## src/rtl/uart_mem_bridge.sv

```systemverilog
// UART-to-memory bridge: loads a frame of received bytes into memory, kicks a
// processor, then streams a result window back out through the UART transmitter.
module uart_mem_bridge #(
    parameter int ADDR_W   = 16,
    parameter int RX_BYTES = 16384,
    parameter int TX_BYTES = 4096,
    parameter int TX_BASE  = 16384
) (
    input  logic              clk,
    input  logic              reset,
    input  logic              rx_ready,
    input  logic [7:0]        rx_data,
    input  logic              tx_busy,
    output logic              tx_wr_en,
    output logic [7:0]        tx_data,
    output logic [ADDR_W-1:0] mem_addr,
    output logic [7:0]        mem_wdata,
    output logic              mem_we,
    input  logic [7:0]        mem_rdata,
    output logic              proc_start,
    input  logic              proc_done,
    output logic [2:0]        phase
);

    typedef enum logic [2:0] {
        IDLE     = 3'd0,
        RX_LOAD  = 3'd1,
        PROC     = 3'd2,
        TX_FETCH = 3'd3,
        TX_SEND  = 3'd4,
        TX_WAIT  = 3'd5
    } state_t;

    localparam logic [ADDR_W:0]   RX_N      = (ADDR_W+1)'(RX_BYTES);
    localparam logic [ADDR_W:0]   TX_N      = (ADDR_W+1)'(TX_BYTES);
    localparam logic [ADDR_W:0]   ONE       = (ADDR_W+1)'(1);
    localparam logic [ADDR_W-1:0] TX_BASE_A = ADDR_W'(TX_BASE);

    state_t              state_reg, state_next;
    logic                rx_prev_reg;
    logic [ADDR_W:0]     count_reg, count_next;
    logic [ADDR_W:0]     idx_reg, idx_next;
    logic [1:0]          guard_reg, guard_next;
    logic                tx_wr_en_reg, tx_wr_en_next;
    logic [7:0]          tx_data_reg, tx_data_next;
    logic [ADDR_W-1:0]   mem_addr_reg, mem_addr_next;
    logic [7:0]          mem_wdata_reg, mem_wdata_next;
    logic                mem_we_reg, mem_we_next;
    logic                proc_start_reg, proc_start_next;

    logic                rx_edge;
    logic [ADDR_W:0]     count_inc;
    logic [ADDR_W:0]     idx_inc;

    assign rx_edge   = rx_ready & ~rx_prev_reg;
    assign count_inc = count_reg + ONE;
    assign idx_inc   = idx_reg + ONE;

    always_ff @(posedge clk or posedge reset) begin
        if (reset) begin
            state_reg      <= IDLE;
            rx_prev_reg    <= 1'b0;
            count_reg      <= '0;
            idx_reg        <= '0;
            guard_reg      <= '0;
            tx_wr_en_reg   <= 1'b0;
            tx_data_reg    <= '0;
            mem_addr_reg   <= '0;
            mem_wdata_reg  <= '0;
            mem_we_reg     <= 1'b0;
            proc_start_reg <= 1'b0;
        end else begin
            state_reg      <= state_next;
            rx_prev_reg    <= rx_ready;
            count_reg      <= count_next;
            idx_reg        <= idx_next;
            guard_reg      <= guard_next;
            tx_wr_en_reg   <= tx_wr_en_next;
            tx_data_reg    <= tx_data_next;
            mem_addr_reg   <= mem_addr_next;
            mem_wdata_reg  <= mem_wdata_next;
            mem_we_reg     <= mem_we_next;
            proc_start_reg <= proc_start_next;
        end
    end

    // Strobes default low; address/data registers hold so read data stays valid.
    always_comb begin
        state_next      = state_reg;
        count_next      = count_reg;
        idx_next        = idx_reg;
        guard_next      = guard_reg;
        tx_data_next    = tx_data_reg;
        mem_addr_next   = mem_addr_reg;
        mem_wdata_next  = mem_wdata_reg;
        tx_wr_en_next   = 1'b0;
        mem_we_next     = 1'b0;
        proc_start_next = 1'b0;
        case (state_reg)
            IDLE: begin
                if (rx_edge) begin
                    mem_we_next    = 1'b1;
                    mem_addr_next  = '0;
                    mem_wdata_next = rx_data;
                    count_next     = ONE;
                    if (RX_N == ONE) begin
                        state_next      = PROC;
                        proc_start_next = 1'b1;
                    end else begin
                        state_next = RX_LOAD;
                    end
                end
            end
            RX_LOAD: begin
                if (rx_edge) begin
                    mem_we_next    = 1'b1;
                    mem_addr_next  = count_reg[ADDR_W-1:0];
                    mem_wdata_next = rx_data;
                    count_next     = count_inc;
                    if (count_inc == RX_N) begin
                        state_next      = PROC;
                        proc_start_next = 1'b1;
                    end
                end
            end
            PROC: begin
                if (proc_done) begin
                    state_next    = TX_FETCH;
                    idx_next      = '0;
                    mem_addr_next = TX_BASE_A;
                end
            end
            TX_FETCH: begin
                state_next = TX_SEND;
            end
            TX_SEND: begin
                if (!tx_busy) begin
                    tx_data_next  = mem_rdata;
                    tx_wr_en_next = 1'b1;
                    guard_next    = '0;
                    state_next    = TX_WAIT;
                end
            end
            TX_WAIT: begin
                // The transmitter may take a cycle or two to raise busy after a strobe.
                if (guard_reg != 2'd2) begin
                    guard_next = guard_reg + 2'd1;
                end else if (!tx_busy) begin
                    idx_next = idx_inc;
                    if (idx_inc == TX_N) begin
                        state_next = IDLE;
                        count_next = '0;
                    end else begin
                        state_next    = TX_FETCH;
                        mem_addr_next = TX_BASE_A + idx_inc[ADDR_W-1:0];
                    end
                end
            end
            default: begin
                state_next = IDLE;
            end
        endcase
    end

    assign tx_wr_en   = tx_wr_en_reg;
    assign tx_data    = tx_data_reg;
    assign mem_addr   = mem_addr_reg;
    assign mem_wdata  = mem_wdata_reg;
    assign mem_we     = mem_we_reg;
    assign proc_start = proc_start_reg;
    assign phase      = state_reg;

endmodule

```

## config.mk

```make
export PLATFORM = sky130hd
export DESIGN_NAME = uart_mem_bridge
export DESIGN_NICKNAME = d
export VERILOG_FILES = /design/src/rtl/uart_mem_bridge.sv
export SDC_FILE = /design/constraint.sdc
export NUM_CORES = 1
export LEC_CHECK = 0
export BUFFER_PORTS_ARGS = -buffer_cell sky130_fd_sc_hd__buf_2
export CAP_MARGIN = 40
export CELL_PAD_IN_SITES_DETAIL_PLACEMENT = 0
export CELL_PAD_IN_SITES_GLOBAL_PLACEMENT = 1
export CORE_ASPECT_RATIO = 1.2
export CORE_MARGIN = 3
export CORE_UTILIZATION = 46
export CTS_BUF_LIST = sky130_fd_sc_hd__clkbuf_4
export DETAILED_ROUTE_END_ITERATION = 10
export PLACE_DENSITY_LB_ADDON = 0.1
export SETUP_SLACK_MARGIN = 0.1
export SLEW_MARGIN = 20
export SYNTH_ARGS = -nofsm -noshare
export SYNTH_HDL_FRONTEND = slang
export SYNTH_SLANG_ARGS = --single-unit
```

## constraint.sdc

```tcl
create_clock -name clk -period 3.25 [get_ports clk]
set_input_delay 0.65 -clock clk [delete_from_list [all_inputs] [get_ports clk]]
set_output_delay 0.65 -clock clk [all_outputs]
set_load 0.01 [all_outputs]
```

==> results.yml <==
status:
  status: "finished, final reports clean"
worst_setup_path:
  worst-path-max-fanout: 12
  slowest_stage: "dfrtp_1"
  critPathMostFrequentCell: "ha_1"
  worstPathCellList: "ha_1 > and2_0 > nand4_1 > nor2_1 > xnor2_1 > ha_1 > o211a_1 > o221ai_2 > o31ai_4 > buf_12 > mux2_2"
  required_ps: 3590
  critical-path-top-delay-family: "compound AO/OA/AOI/OAI gates"
  worstSetupEndpointType: "flip-flop"
  arrival_ps: 3250
  critPathBufInv: 1
  critPathLaunchType: "flip-flop"
  slowest_delay_ps: 450
  r2r_setup_slack_ps: 340
  worstSetupPathType: "flip-flop to flip-flop"
final_layout:
  final_cells: 658
  design_area_um2: 5050
  num_antenna_cells: 0
  final_util_pct: 54.5
  drive_gt1_share_pct: 24.0
  nets: 559
  area_growth_pct: 13.0
placed_design:
  dp.final_hpwl_mm: 8.29
  portBuffers: 58
  post-place-cells: 642
  routabilityCongestion: 0.874
  place_area_um2: 4840
clock_tree:
  cts.path.max_buffers: 2
  cts_tree: "yes"
  cts_buffers: 9
  cts_hold_buf: 0
  clock_latency_ps: 440
  clkSinkCount: 75
  h-tree-depth: 3
  cts_resized: 0
  cts_root_buffer: "clkbuf_4"
  clk_pin_slew_ps: 130
  cts_setup_buffers: 0
sta:
  fin_crit_sh_pct: 89.6
  period_minus_slack_ps: 2910
  fin_worst_skew_ps: 10.0
  rsz0062_at_grt: "no"
  slew_violations: 0
  final.setup.tns_ps: 0
  whs_ps: 248
  tightest_slew_ps: 634
  slew_headroom_pct: 57.5
  fmax_mhz: 343
  hold_viol: 0
  setup_viol: 0
floorplan:
  std_cell_rows: 38
  design.core.area_um2: 9270
  die-height_um: 114
  start_util_pct: 48.2
  fp.dieArea_um2: 10900
  die_width_um: 96.0
  io_pins: 59
yosys:
  ys_ff_latch: 75
  synth-main-ff-cell: "dfrtp_1"
  syn_avg_cell_area_um2: 9.18
  synth_area_leaders: "dfrtp_1 (42%), nand2_1 (5.5%), o21ai_0 (3.9%)"
  syn_inst: 487
  synth-async-reset-ratio_pct: 100
  synth_top_area_cell: "dfrtp_1"
  synth_area_um2: 4470
  synth_most_common_cell: "dfrtp_1"
  synth_common_cells: "dfrtp_1 (75), nand2_1 (65), nor2_1 (39)"
  synth_edf_count: 0
  synth_top_area_share_pct: 42.0
  ys_seq_area_share_pct: 42.0
  synth.distinct_cells: 69
  synth_warnings: 0
  synth_nets: 513
drt:
  drcViolationCount: 0
  viasPerCell: 5.80
  first_pass_iters: 5
  detail-route-antenna-nets: 0
  drtIter0Drc: 251
  vias: 3818
  wirelength_mm: 11.5
  avgRoutedWirePerCell_um: 17.5
pwr:
  power.density_nw_per_um2: 545
  peakVddDrop_v: 0.000270
  power.leakage_nw: 2.24
global_routing:
  grt_pass1_vias: 3763
  overflow: 0
  grt_pass1_wl_mm: 19.2
  grt_usage_pct: 22.5
  grt_max_degree: 65
  antenna_found_initial: 0
min_path:
  min_path_type: "input pin to asynchronous set/reset pin"
flow_run:
  maxCapViolCount: 0
layout make-up:
| class | instances | area (um^2) |
|---|---|---|
| fillers | 881 | 4220 |
| multi-input cells | 359 | 2320 |
| flip-flops and latches | 75 | 1880 |
| repair buffers | 77 | 445 |
| well taps | 120 | 150 |
| clock inverters | 6 | 136 |
| clock buffers | 10 | 75.1 |
| inverters | 11 | 46.3 |
report_power, final:
part	total, mW	internal [mW]	switching (mW)
registers	1.26	1.08	0.179
clock network	0.833	0.478	0.355
logic	0.657	0.324	0.333
cells in the final DEF, fill, tap and decap left out, types with 2 or more instances in the layout:
| master | instances |
|---|---|
| ha_1 | 5 |
| a41oi_1 | 12 |
| mux2_2 | 13 |
| nor3_2 | 2 |
| a32o_1 | 2 |
| nor3b_1 | 3 |
| and4_1 | 3 |
| and3_1 | 6 |
| buf_2 | 58 |
| nor4_1 | 11 |
| a31oi_1 | 14 |
| o21a_1 | 3 |
| a22o_1 | 4 |
| xor2_1 | 7 |
| o21ai_0 | 35 |
| o31ai_1 | 8 |
| clkbuf_4 | 10 |
| a21o_1 | 2 |
| a2111oi_0 | 2 |
| mux2i_1 | 4 |
| nand3_1 | 16 |
| nand2b_1 | 6 |
| mux2_4 | 5 |
| nand2_1 | 65 |
| a21o_2 | 2 |
| or3_1 | 4 |
| a21oi_1 | 13 |
| and2_1 | 4 |
| a21boi_0 | 2 |
| xnor2_1 | 17 |
| buf_4 | 18 |
| nor2_1 | 39 |
| nor3_1 | 8 |
| a211oi_1 | 9 |
| nand4_1 | 5 |
| dfrtp_1 | 75 |
| inv_1 | 10 |
| bufinv_16 | 4 |
path summary, 6_finish.rpt:
kind,start,end,cells after the start
worst max-delay path,idx_reg[0]$_DFFE_PP0P_,mem_addr[10]$_DFFE_PP0P_,11
worst min-delay path,reset,count_reg[6]$_DFFE_PP0P_,2
worst max register to register,idx_reg[0]$_DFFE_PP0P_,mem_addr[10]$_DFFE_PP0P_,11
worst min register to register,mem_wdata[1]$_DFFE_PP0P_,mem_wdata[1]$_DFFE_PP0P_,2
max in group asynchronous,reset,mem_addr[14]$_DFFE_PP0P_,3
min in group clk,rx_ready,rx_prev_reg$_DFF_PP0_,1
through the flow:
step | total power, mW | worst slack (ps)
after global placement | 1.93 | 445
after global routing | 2.92 | 127
after detailed placement | 1.94 | 357
final | 2.75 | 338
after floorplan | 1.70 | 400
after CTS | 2.78 | 320
layer usage:
| metal | vias up | routed length [um] | global-route usage [%] |
|---|---|---|---|
| li1 | 1860 | - | - |
| met1 | 1864 | 5060 | 29.2 |
| met2 | 75 | 5750 | 36.8 |
| met3 | 19 | 390 | 4.29 |
| met4 | 0 | 283 | 8.73 |
| met5 | - | 0 | 0 |
logic make-up after synthesis:
group / share of synthesized area [%]
simple gates: 20.6
compound gates: 19.4
flops: 42.0
buf+inv: 6.10
xor+xnor: 4.70
mux: 5.85
fa+ha+maj: 1.40
Power figures use the tool's default switching activity.
